`config.mk`:
```
export PLATFORM = sky130hd
export DESIGN_NAME = hamming_decoder_flat
export DESIGN_NICKNAME = d
export VERILOG_FILES = /design/src/rtl/hamming_decoder_pkg.sv /design/src/rtl/hamming_decoder_if.sv /design/src/rtl/hamming_syndrome_correct.sv /design/src/rtl/hamming_decoder.sv /design/src/flat_wrapper.sv
export SDC_FILE = /design/constraint.sdc
export NUM_CORES = 1
export LEC_CHECK = 0
export CAP_MARGIN = 20
export CORE_MARGIN = 4
export CORE_UTILIZATION = 50
export CTS_CLUSTER_DIAMETER = 200
export DETAILED_ROUTE_END_ITERATION = 8
export GPL_TIMING_DRIVEN = 1
export PLACE_DENSITY = 0.9
export REMOVE_ABC_BUFFERS = 1
export SYNTH_ARGS = -nofsm -noshare
export SYNTH_HDL_FRONTEND = slang
export SYNTH_SLANG_ARGS = --single-unit
```
`constraint.sdc`:
```
create_clock -name clock -period 2.4 [get_ports clock]
set_input_delay 0.36 -clock clock [delete_from_list [all_inputs] [get_ports clock]]
set_output_delay 0.36 -clock clock [all_outputs]
set_load 0.05 [all_outputs]
```
`src/rtl/hamming_decoder_pkg.sv`:
```
// hamming_decoder_pkg: shared Hamming(7,4) widths, parity positions and syndrome helper.
package hamming_decoder_pkg;
   localparam int CW_W = 7;
   localparam int DATA_W = 4;
   localparam int SYN_W = 3;
   localparam int P1 = 1;
   localparam int P2 = 2;
   localparam int P4 = 4;

   // Each syndrome bit is the parity over every position whose index contains that parity bit.
   function automatic logic [SYN_W-1:0] syndrome(input logic [CW_W:1] c);
      logic [SYN_W-1:0] s;
      s = '0;
      for (int i = 1; i <= CW_W; i++)
         s ^= {(i & P4) != 0, (i & P2) != 0, (i & P1) != 0} & {SYN_W{c[i]}};
      return s;
   endfunction
endpackage

```
`src/rtl/hamming_decoder_if.sv`:
```
// hamming_decoder_if: codeword-in / data-out valid-ready channel of the decoder.
interface hamming_decoder_if;
   import hamming_decoder_pkg::*;
   logic in_valid;
   logic in_ready;
   logic [CW_W:1] in_codeword;
   logic out_valid;
   logic out_ready;
   logic [DATA_W-1:0] out_data;
   logic [SYN_W-1:0] out_syndrome;
   logic out_corrected;
   modport slave (
      input in_valid, in_codeword, out_ready,
      output in_ready, out_valid, out_data, out_syndrome, out_corrected
   );
   modport master (
      output in_valid, in_codeword, out_ready,
      input in_ready, out_valid, out_data, out_syndrome, out_corrected
   );
endinterface

```
`src/rtl/hamming_syndrome_correct.sv`:
```
// hamming_syndrome_correct: combinational syndrome and single-bit correction of a 7-bit codeword.
module hamming_syndrome_correct
   import hamming_decoder_pkg::*;
(
   input  logic [CW_W:1]      cw,
   output logic [SYN_W-1:0]   syn,
   output logic [CW_W:1]      fixed
);
   assign syn = syndrome(cw);
   for (genvar g = 1; g <= CW_W; g++) begin : g_fix
      assign fixed[g] = cw[g] ^ (syn == SYN_W'(g));
   end
endmodule

```
`src/rtl/hamming_decoder.sv`:
```
// hamming_decoder: two-stage Hamming(7,4) SEC decoder with valid/ready handshake and delivery counters.
module hamming_decoder
   import hamming_decoder_pkg::*;
(
   input  logic                 clock,
   input  logic                 reset_n,
   hamming_decoder_if.slave     bus,
   output logic [15:0]          word_count,
   output logic [7:0]           corr_count
);
   logic s1_valid;
   logic [CW_W:1] s1_cw;
   logic [SYN_W-1:0] s1_syn;
   logic [SYN_W-1:0] sc_syn;
   logic [CW_W:1] fixed;
   logic out_valid;
   logic [DATA_W-1:0] out_data;
   logic [SYN_W-1:0] out_syn;
   logic out_corr;
   logic s2_adv;
   logic in_fire;
   logic out_fire;

   assign s2_adv = s1_valid && (!out_valid || bus.out_ready);
   assign bus.in_ready = !s1_valid || s2_adv;
   assign in_fire = bus.in_valid && bus.in_ready;
   assign out_fire = out_valid && bus.out_ready;
   assign bus.out_valid = out_valid;
   assign bus.out_data = out_data;
   assign bus.out_syndrome = out_syn;
   assign bus.out_corrected = out_corr;

   hamming_syndrome_correct u_sc (
      .cw    (s1_cw),
      .syn   (sc_syn),
      .fixed (fixed)
   );

   always_ff @(posedge clock or negedge reset_n)
      if (!reset_n) begin
         s1_valid <= 1'b0;
         s1_cw <= '0;
         s1_syn <= '0;
      end else if (in_fire) begin
         s1_valid <= 1'b1;
         s1_cw <= bus.in_codeword;
         s1_syn <= syndrome(bus.in_codeword);
      end else if (s2_adv)
         s1_valid <= 1'b0;

   always_ff @(posedge clock or negedge reset_n)
      if (!reset_n) begin
         out_valid <= 1'b0;
         out_data <= '0;
         out_syn <= '0;
         out_corr <= 1'b0;
      end else if (s2_adv) begin
         out_valid <= 1'b1;
         out_data <= {fixed[7], fixed[6], fixed[5], fixed[3]};
         out_syn <= s1_syn;
         out_corr <= |sc_syn;
      end else if (bus.out_ready)
         out_valid <= 1'b0;

   always_ff @(posedge clock or negedge reset_n)
      if (!reset_n) begin
         word_count <= '0;
         corr_count <= '0;
      end else if (out_fire) begin
         word_count <= word_count + 16'd1;
         corr_count <= (out_corr && corr_count != 8'hFF) ? corr_count + 8'd1 : corr_count;
      end
endmodule

```
`src/flat_wrapper.sv`:
```
// flat-port wrapper written by rule: the top's interface ports become plain ports
module hamming_decoder_flat import hamming_decoder_pkg::*;
  (clock, reset_n, word_count, corr_count, bus_in_valid, bus_in_codeword, bus_out_ready, bus_in_ready, bus_out_valid, bus_out_data, bus_out_syndrome, bus_out_corrected);
  hamming_decoder_if bus_i ();
  input  logic clock;
  input  logic reset_n;
  output logic [15:0] word_count;
  output logic [7:0] corr_count;
  input wire logic [$bits(bus_i.in_valid)-1:0] bus_in_valid;
  input wire logic [$bits(bus_i.in_codeword)-1:0] bus_in_codeword;
  input wire logic [$bits(bus_i.out_ready)-1:0] bus_out_ready;
  output wire logic [$bits(bus_i.in_ready)-1:0] bus_in_ready;
  output wire logic [$bits(bus_i.out_valid)-1:0] bus_out_valid;
  output wire logic [$bits(bus_i.out_data)-1:0] bus_out_data;
  output wire logic [$bits(bus_i.out_syndrome)-1:0] bus_out_syndrome;
  output wire logic [$bits(bus_i.out_corrected)-1:0] bus_out_corrected;
  assign bus_i.in_valid = bus_in_valid;
  assign bus_i.in_codeword = bus_in_codeword;
  assign bus_i.out_ready = bus_out_ready;
  assign bus_in_ready = bus_i.in_ready;
  assign bus_out_valid = bus_i.out_valid;
  assign bus_out_data = bus_i.out_data;
  assign bus_out_syndrome = bus_i.out_syndrome;
  assign bus_out_corrected = bus_i.out_corrected;
  hamming_decoder u_core (.clock(clock), .reset_n(reset_n), .bus(bus_i), .word_count(word_count), .corr_count(corr_count));
endmodule
```
# Word-level counts from Yosys, hierarchy flattened
# Index checks and enable logic that the tools add are counted.
dict set report op_classes {
  eq_ne 5
  reduce_logical 12
  n_bitwise 16
  muxes 4
  add_sub_neg 2
}
# cell n
set ops {}
lappend ops {{$xor A3 B3 Y3} 7}
lappend ops {{$add A16 B1 Y16 const B} 1}
lappend ops {{$eq A3 B3 Y1 const B} 3}
lappend ops {{$add A8 B1 Y8 const B} 1}
lappend ops {{$ne A8 B8 Y1 const B} 1}
lappend ops {{$logic_and A1 B1 Y1} 4}
lappend ops {{$mux W1} 4}
lappend ops {{$reduce_bool A2 Y1} 2}
lappend ops {{$xor A1 B1 Y1} 4}
lappend ops {{$xor A1 B2 Y2} 2}
lappend ops {{$eq A3 B2 Y1 const B} 1}
lappend ops {{$reduce_or A3 Y1} 1}
lappend ops {{$xor A2 B3 Y3} 1}
lappend ops {{$xor A3 B2 Y3} 1}
lappend ops {{$logic_not A1 Y1} 2}
lappend ops {{$logic_or A1 B1 Y1} 2}
lappend ops {{$reduce_and A2 Y1} 1}
lappend ops {{$xor A2 B2 Y2} 1}
dict set report word_totals {
  reg_bits 44
  elab_cells 48
  output_inout_bits 34
  inputBits 11
}

# Depth between registers and ports, before layout
# Gate-level depths: netlist of run 1.
dict set report logic_depth {
  depth_word 8
  depth_mapped 5
  ltp_nobuf 5
}

# Hierarchy
# A second synthesis of run 1 with hierarchy kept.
dict set report hier_totals {
  cells_unflattened 177
  area_unflattened_um2 2197.1
}
# module instances area_each_um2 seq_area_each_um2 cells_per_inst
set modules_own_cells {}
lappend modules_own_cells {hamming_decoder 1 1979.4 1101.1 155}
lappend modules_own_cells {hamming_syndrome_correct 1 217.7 0.0 22}

# Worst setup path before layout of run 1
# OpenSTA, ideal clock, no wires.
dict set report synth_path {
  path_type {reg2reg}
  startpoint {reg u_core.out_valid (netlist: u_core.bus.out_valid)}
  endpoint {reg u_core.s1_cw[1] (netlist bit)}
  setup_time_ps 125
  required_time_ps 2275
  period_less_slack_ps 2223
  stages_incl_launch_ff 5
  path_slack_ps 177
  n_path_buf 0
  arrival_time_ps 2098
  cell_sequence {dfrtp_1 -> nor2b_1 -> nand2_1 -> nand2_1 -> mux2_2}
}
dict set report synth_between {
  elab_chain_cells 5
}
# element line
set synth_rtl {}
lappend synth_rtl {{start: declaration} hamming_decoder.sv:16} ;# logic out_valid;
lappend synth_rtl {{start signal: assignment} hamming_decoder.sv:53} ;# out_valid <= 1'b0;
lappend synth_rtl {{start signal: assignment} hamming_decoder.sv:58} ;# out_valid <= 1'b1;
lappend synth_rtl {{start signal: assignment} hamming_decoder.sv:63} ;# out_valid <= 1'b0;
lappend synth_rtl {{$logic_not A1 Y1} hamming_decoder.sv:24} ;# assign s2_adv = s1_valid && (!out_valid || bus.out_ready);
lappend synth_rtl {{$logic_or A1 B1 Y1} hamming_decoder.sv:24}
lappend synth_rtl {{$logic_and A1 B1 Y1} hamming_decoder.sv:24}
lappend synth_rtl {{$logic_or A1 B1 Y1} hamming_decoder.sv:25} ;# assign bus.in_ready = !s1_valid || s2_adv;
lappend synth_rtl {{named net bus_in_ready} flat_wrapper.sv:12} ;# output wire logic [$bits(bus_i.in_ready)-1:0] bus_in_ready;
lappend synth_rtl {{$logic_and A1 B1 Y1} hamming_decoder.sv:26} ;# assign in_fire = bus.in_valid && bus.in_ready;
lappend synth_rtl {{end signal: assignment} hamming_decoder.sv:46} ;# s1_cw <= bus.in_codeword;
lappend synth_rtl {{end: declaration} hamming_decoder.sv:12} ;# logic [CW_W:1] s1_cw;
# The timed path passes the listed nets, and every way through them passes these cells.
# A chain may end at the register's enable or synchronous reset.

# Worst setup path in the final report of run 1
dict set report layout_path {
  startpoint {reg u_core.corr_count[3]}
  endpoint {out corr_count[3]}
}
# element line
set layout_rtl {}
lappend layout_rtl {{start: declaration} hamming_decoder.sv:9} ;# output logic [7:0] corr_count
lappend layout_rtl {{start signal: assignment} hamming_decoder.sv:71} ;# corr_count <= (out_corr && corr_count != 8'hFF) ? corr_count + 8'd1 : corr_count;
lappend layout_rtl {{end: declaration} flat_wrapper.sv:8} ;# output logic [7:0] corr_count;
# No word-level cell between the ends.

==> qor.csv, run 1 <==
metric;value;unit
# H-tree levels;2;
Synth Register Bits;44;
starting density of the core;52.0;%
cells after synthesis;187;
Crit path max-delay family;buffers and inverters;
CTS Sinks;44;
wire per inst;14.4;um
post-cts sizing count;0;
clock share of power;15.6;%
fin crit share;82.1;%
share of layout cells above drive strength 1;12.6;%
vias per inst;5.34;
Switch Pwr;1.32;mW
hold crit path type;in -> async;
Worst Path Required;2040;ps
n_diodes;0;
num rows;23;
Final Hold Violating Endpoints;0;
post-route setup slack;429;ps
Die Ht;72.8;um
nets;251;
CP max stage cell;clkdlybuf4s50_1;
largest fanout on the critical path;7;
max-cap check violation count;0;
Buf/Inv on CP;1;
Slew @ Worst Pin;952;ps
final setup fails;0;
ys flop type;dfrtp_1;
hold_buf cts;0;
YS warnings;0;
dpl ws;236;ps
CP max stage delay;840;ps
vias in the first global route;1536;
CTS tree;built;
leakage power;1.17;nW
Unique masters post-synth;30;
mapped cell area;2100;sq um
via count;1544;
outcome;complete, no violations;
Slew HR;36.5;%
I/O Pins;45;
fin. max-slew vios;0;
number of port buffers;44;
P_int;1.64;mW
Comb pwr share;46.5;%
CP Depth;1;
Sw Ratio;44.6;%
largest net degree at the start of global routing;45;
routability cong.;0.816;
setup TNS;0;ps
gr usage total;18.4;%
kind of critical path;reg -> out;
leading area contributor after synthesis;dfrtp_1;
Synth Area per Inst;11.2;sq um
post-DP HPWL;3.10;mm
final wirelength;4.16;mm
critical-path cell list;clkdlybuf4s50_1;
DRT iter0 DRCs;71;
top cells by area, synth;dfrtp_1 53%, xnor2_1 8.4%, mux2_2 7.5%, xor2_1 5.8%, nand2_1 4.5%;
sequential cell fraction of total power;37.9;%
core area;4030;sq um
grt ovf;0;
DRT antenna net count;0;
Crit path arrival time;1610;ps
Root Driver;clkbuf_8;
CP startpoint kind;flop;
DRT Pass-1 Iters;4;
PD cells;1100;nW/um^2
total power;2.96;mW
Post-Route Skew;5.10;ps
drt drc;0;
Setup Buffers After CTS;0;
CTS Buf Count;5;
CTS clk-pin slew, worst paths;80;ps
Async S/R FF share, synth;100;%
Die W;72.8;um
EDFF count, synth;0;
minimum clock period;1970;ps
Crit. End Element;output port;
Worst-Skew Late Latency;300;ps
first-pass GRT wire length;7.33;mm
Synth top area share;52.5;%
Reg2Reg Depth;4;
post-synthesis sequential area ratio;52.5;%
maximum vdd drop;0.000574;V
die area;5290;sq um
RSZ-0062 raised after global routing;false;
initial antenna violation count;0;
Achievable Freq;507;MHz
CTS max path bufs;2;
Area Growth Syn to Fin;28.0;%
## placed cells by master (no fill, tap or decap), drive strengths merged, types with 3 or more instances in the layout
cell type,netlist,layout
nand2,25,25
and3,4,4
xor2,15,15
clkbuf,1,5
nor3,5,5
clkinv,0,3
clkdlybuf4s50,0,42
mux2,14,14
xnor2,20,20
buf,0,3
a21oi,3,3
nand2b,3,3
nand3,8,8
dfrtp,44,44
nand4,9,9
nor2,12,12
inv,4,4
## cells by family after synthesis
kind of cell / share of synthesized area [%]
simple gates: 16.8
flops: 52.5
xor+xnor: 16.1
mux: 8.00
compound gates: 4.53
buf+inv: 0.895
fa+ha+maj: 1.19
## layout make-up
type | count | area (sq um)
sequential | 44 | 1100
inverter | 4 | 15.0
multi-input combinational | 138 | 977
fill | 328 | 1350
clock inverter | 3 | 18.8
clock buffer | 5 | 68.8
tap | 50 | 62.6
timing repair buffer | 45 | 440
## cells in the mapped netlist (all sizes together) (3+ instances only)
cell    instances
dfrtp          44
nand2          25
xnor2          20
xor2           15
mux2           14
nor2           12
nand4           9
nand3           8
nor3            5
and3            4
inv             4
a21oi           3
nand2b          3
## path summary, 6_finish.rpt
kind / from / end / slack, ps
hold / removal: reset_n / u_core.word_count[12] / 190
min in group clock: u_core.s1_syn[0] / u_core.bus.out_syndrome[0] / 470
setup reg to reg: u_core.bus.out_valid / u_core.s1_syn[2] / 640
hold reg to reg: u_core.s1_syn[0] / u_core.bus.out_syndrome[0] / 470
setup / recovery: u_core.corr_count[3] / corr_count[3] / 430
max in group asynchronous: reset_n / u_core.s1_cw[4] / 1610
## power groups by stage
| stage | clock [mW] | combinational (mW) | sequential [mW] |
|---|---|---|---|
| floorplan | 0 | 0.429 | 1.63 |
| global placement | 0 | 1.35 | 1.13 |
| detailed placement | 0 | 1.38 | 1.14 |
| CTS | 0.480 | 1.39 | 1.13 |
| global route | 0.506 | 1.47 | 1.17 |
| finish | 0.463 | 1.38 | 1.12 |
## registers in the layout, indices dropped and copies added, names as in the netlist
register,flops
u_core.s1_cw,7
u_core.word_count,16
u_core.bus.out_corrected,1
u_core.bus.out_data,4
u_core.s1_syn,3
u_core.bus.out_valid,1
u_core.bus.out_syndrome,3
u_core.s1_valid,1
u_core.corr_count,8
## through the flow
stage	area (sq um)	hold WS, ps	util, %	instances
after floorplan	2090	64.4	-	186
after global placement	2600	454	64.4	281
after detailed placement	2600	461	64.4	281
after CTS	2680	231	66.6	289
after global routing	2680	275	66.6	289
final	2680	191	66.6	289
## per-layer routing
layer	wire [um]	vias up	track usage, %
met3	267	10	5.65
met1	1690	742	22.8
met5	0	-	0
li1	-	744	-
met4	108	0	9.22
met2	2090	48	29.2
(Power assumes the default switching activity.)
==> inputs of run 2 (changes only) <==
==> constraint.sdc (replaced) <==
create_clock -name clock -period 2 [get_ports clock]
set_input_delay 0.3 -clock clock [delete_from_list [all_inputs] [get_ports clock]]
set_output_delay 0.3 -clock clock [all_outputs]
set_load 0.05 [all_outputs]
==> run 2 against run 1 <==
- critical path type unchanged
- wire length is 3.6% lower
- flip-flop and latch count stayed put
- combinational power rose by 20%
- core utilization up 1.1 points
- global-route usage decreased by 1.8 points
- largest cell class unchanged
- design area up 1.6%
- via count is 2.1% lower
- sequential share of layout area decreased by 0.64 points
==> qor.csv, run 2 (synthesis gave the netlist of run 1 again) <==
metric;value;unit
outcome;complete, no violations;
DRT iter0 DRCs;66;
grt ovf;0;
Crit. End Element;output port;
gr usage total;16.6;%
Reg2Reg Depth;4;
Crit path arrival time;1610;ps
drt drc;0;
CTS tree;built;
Buf/Inv on CP;1;
commonest cells after routing, fill and taps aside;44 x dfrtp_1, 42 x clkdlybuf4s50_1, 25 x nand2_1, 20 x xnor2_1;
dpl ws;85.1;ps
CP max stage cell;clkdlybuf4s50_1;
final setup fails;0;
fin. max-slew vios;0;
Area Growth Syn to Fin;30.0;%
Crit path max-delay family;buffers and inverters;
# H-tree levels;2;
first-pass GRT wire length;6.77;mm
num rows;23;
DRT antenna net count;0;
post-route setup slack;87.2;ps
largest fanout on the critical path;7;
die area;5290;sq um
n_diodes;0;
critical-path cell list;clkdlybuf4s50_1;
DRT Pass-1 Iters;4;
Setup Buffers After CTS;0;
initial antenna violation count;0;
Placement Cell Area;2640;sq um
CTS clk-pin slew, worst paths;80;ps
worst r2r src;u_core.s1_cw[5];
CTS Sinks;44;
vias in the first global route;1530;
PD cells;1300;nW/um^2
core area;4030;sq um
Root Driver;clkbuf_8;
fin crit share;95.6;%
CTS Buf Count;5;
Slew HR;64.0;%
hold crit path type;in -> async;
kind of critical path;reg -> out;
max-cap check violation count;0;
post-cts sizing count;0;
Achievable Freq;523;MHz
leakage power;1.19;nW
wire per inst;13.7;um
I/O Pins;45;
CP max stage delay;850;ps
Die W;72.8;um
routability cong.;0.826;
Final Cell Area;2730;sq um
via count;1511;
R2R setup slack;270;ps
minimum clock period;1910;ps
maximum vdd drop;0.000723;V
commonest non-fill, non-tap cell in the layout;dfrtp_1;
post-DP HPWL;3.01;mm
Final Util;67.7;%
vias per inst;5.16;
nets;255;
final wirelength;4.01;mm
RSZ-0062 raised after global routing;false;
Slew @ Worst Pin;541;ps
Worst-Skew Late Latency;300;ps
Biggest register;u_core.word_count;
hold_buf cts;0;
Worst Path Required;1700;ps
CTS max path bufs;2;
Final Hold Violating Endpoints;0;
starting density of the core;52.0;%
total power;3.55;mW
R2R Path End;u_core.bus.out_data[0];
Die Ht;72.8;um
CP startpoint kind;flop;
number of port buffers;44;
Post-Route Skew;4.26;ps
share of layout cells above drive strength 1;14.0;%
Top Registers;u_core.word_count (16), u_core.corr_count (8), u_core.s1_cw (7);
max FFs per register;16;
largest net degree at the start of global routing;45;
run 2: cell count changes in the layout (fill, tap and decap cells not counted):
cell / before / now
buf_12: 0 / 1
buf_4: 2 / 5
run 2: where the power goes:
| group | total, mW | switching [mW] | internal [mW] | leakage (nW) |
|---|---|---|---|---|
| combinational | 1.66 | 1.03 | 0.624 | 0.608 |
| clock | 0.551 | 0.307 | 0.244 | 0.0479 |
| sequential | 1.35 | 0.235 | 1.11 | 0.536 |
| total | 3.55 | 1.57 | 1.98 | 1.19 |
run 2: worst max path at each step:
stage	startpoint	end	slack, ps	cells past startpoint
6_report	u_core.corr_count[3]	corr_count[3]	90	1
5_1_grt	u_core.corr_count[3]	corr_count[3]	6	1
4_1_cts	u_core.corr_count[3]	corr_count[3]	70	1
3_5_place_dp	bus_out_ready	u_core.s1_cw[5]	90	6
3_3_place_gp	bus_out_ready	u_core.s1_cw[5]	120	6
2_1_floorplan	u_core.bus.out_valid	u_core.s1_cw[1]	-220	4
run 2: area by class of cell:
| class | instances | area [sq um] |
|---|---|---|
| well taps | 50 | 62.6 |
| clock inverters | 3 | 18.8 |
| inverters | 4 | 15.0 |
| clock buffers | 5 | 68.8 |
| fillers | 329 | 1300 |
| multi-input cells | 138 | 977 |
| repair buffers | 49 | 483 |
| flip-flops and latches | 44 | 1100 |
run 2: metal layers:
metal	global-route usage, %	wire length [um]
met1	20.2	1740
met4	6.15	67
met2	28.0	1970
met5	0	0
met3	4.82	227
run 2: through the flow:
step | hold WS [ps] | TNS [ps] | cells
after detailed placement | 408 | 0 | 285
final | 64.4 | 0 | 293
after global routing | 120 | 0 | 293
after floorplan | 4.41 | -2230 | 186
after CTS | 73.4 | 0 | 293
after global placement | 401 | 0 | 285
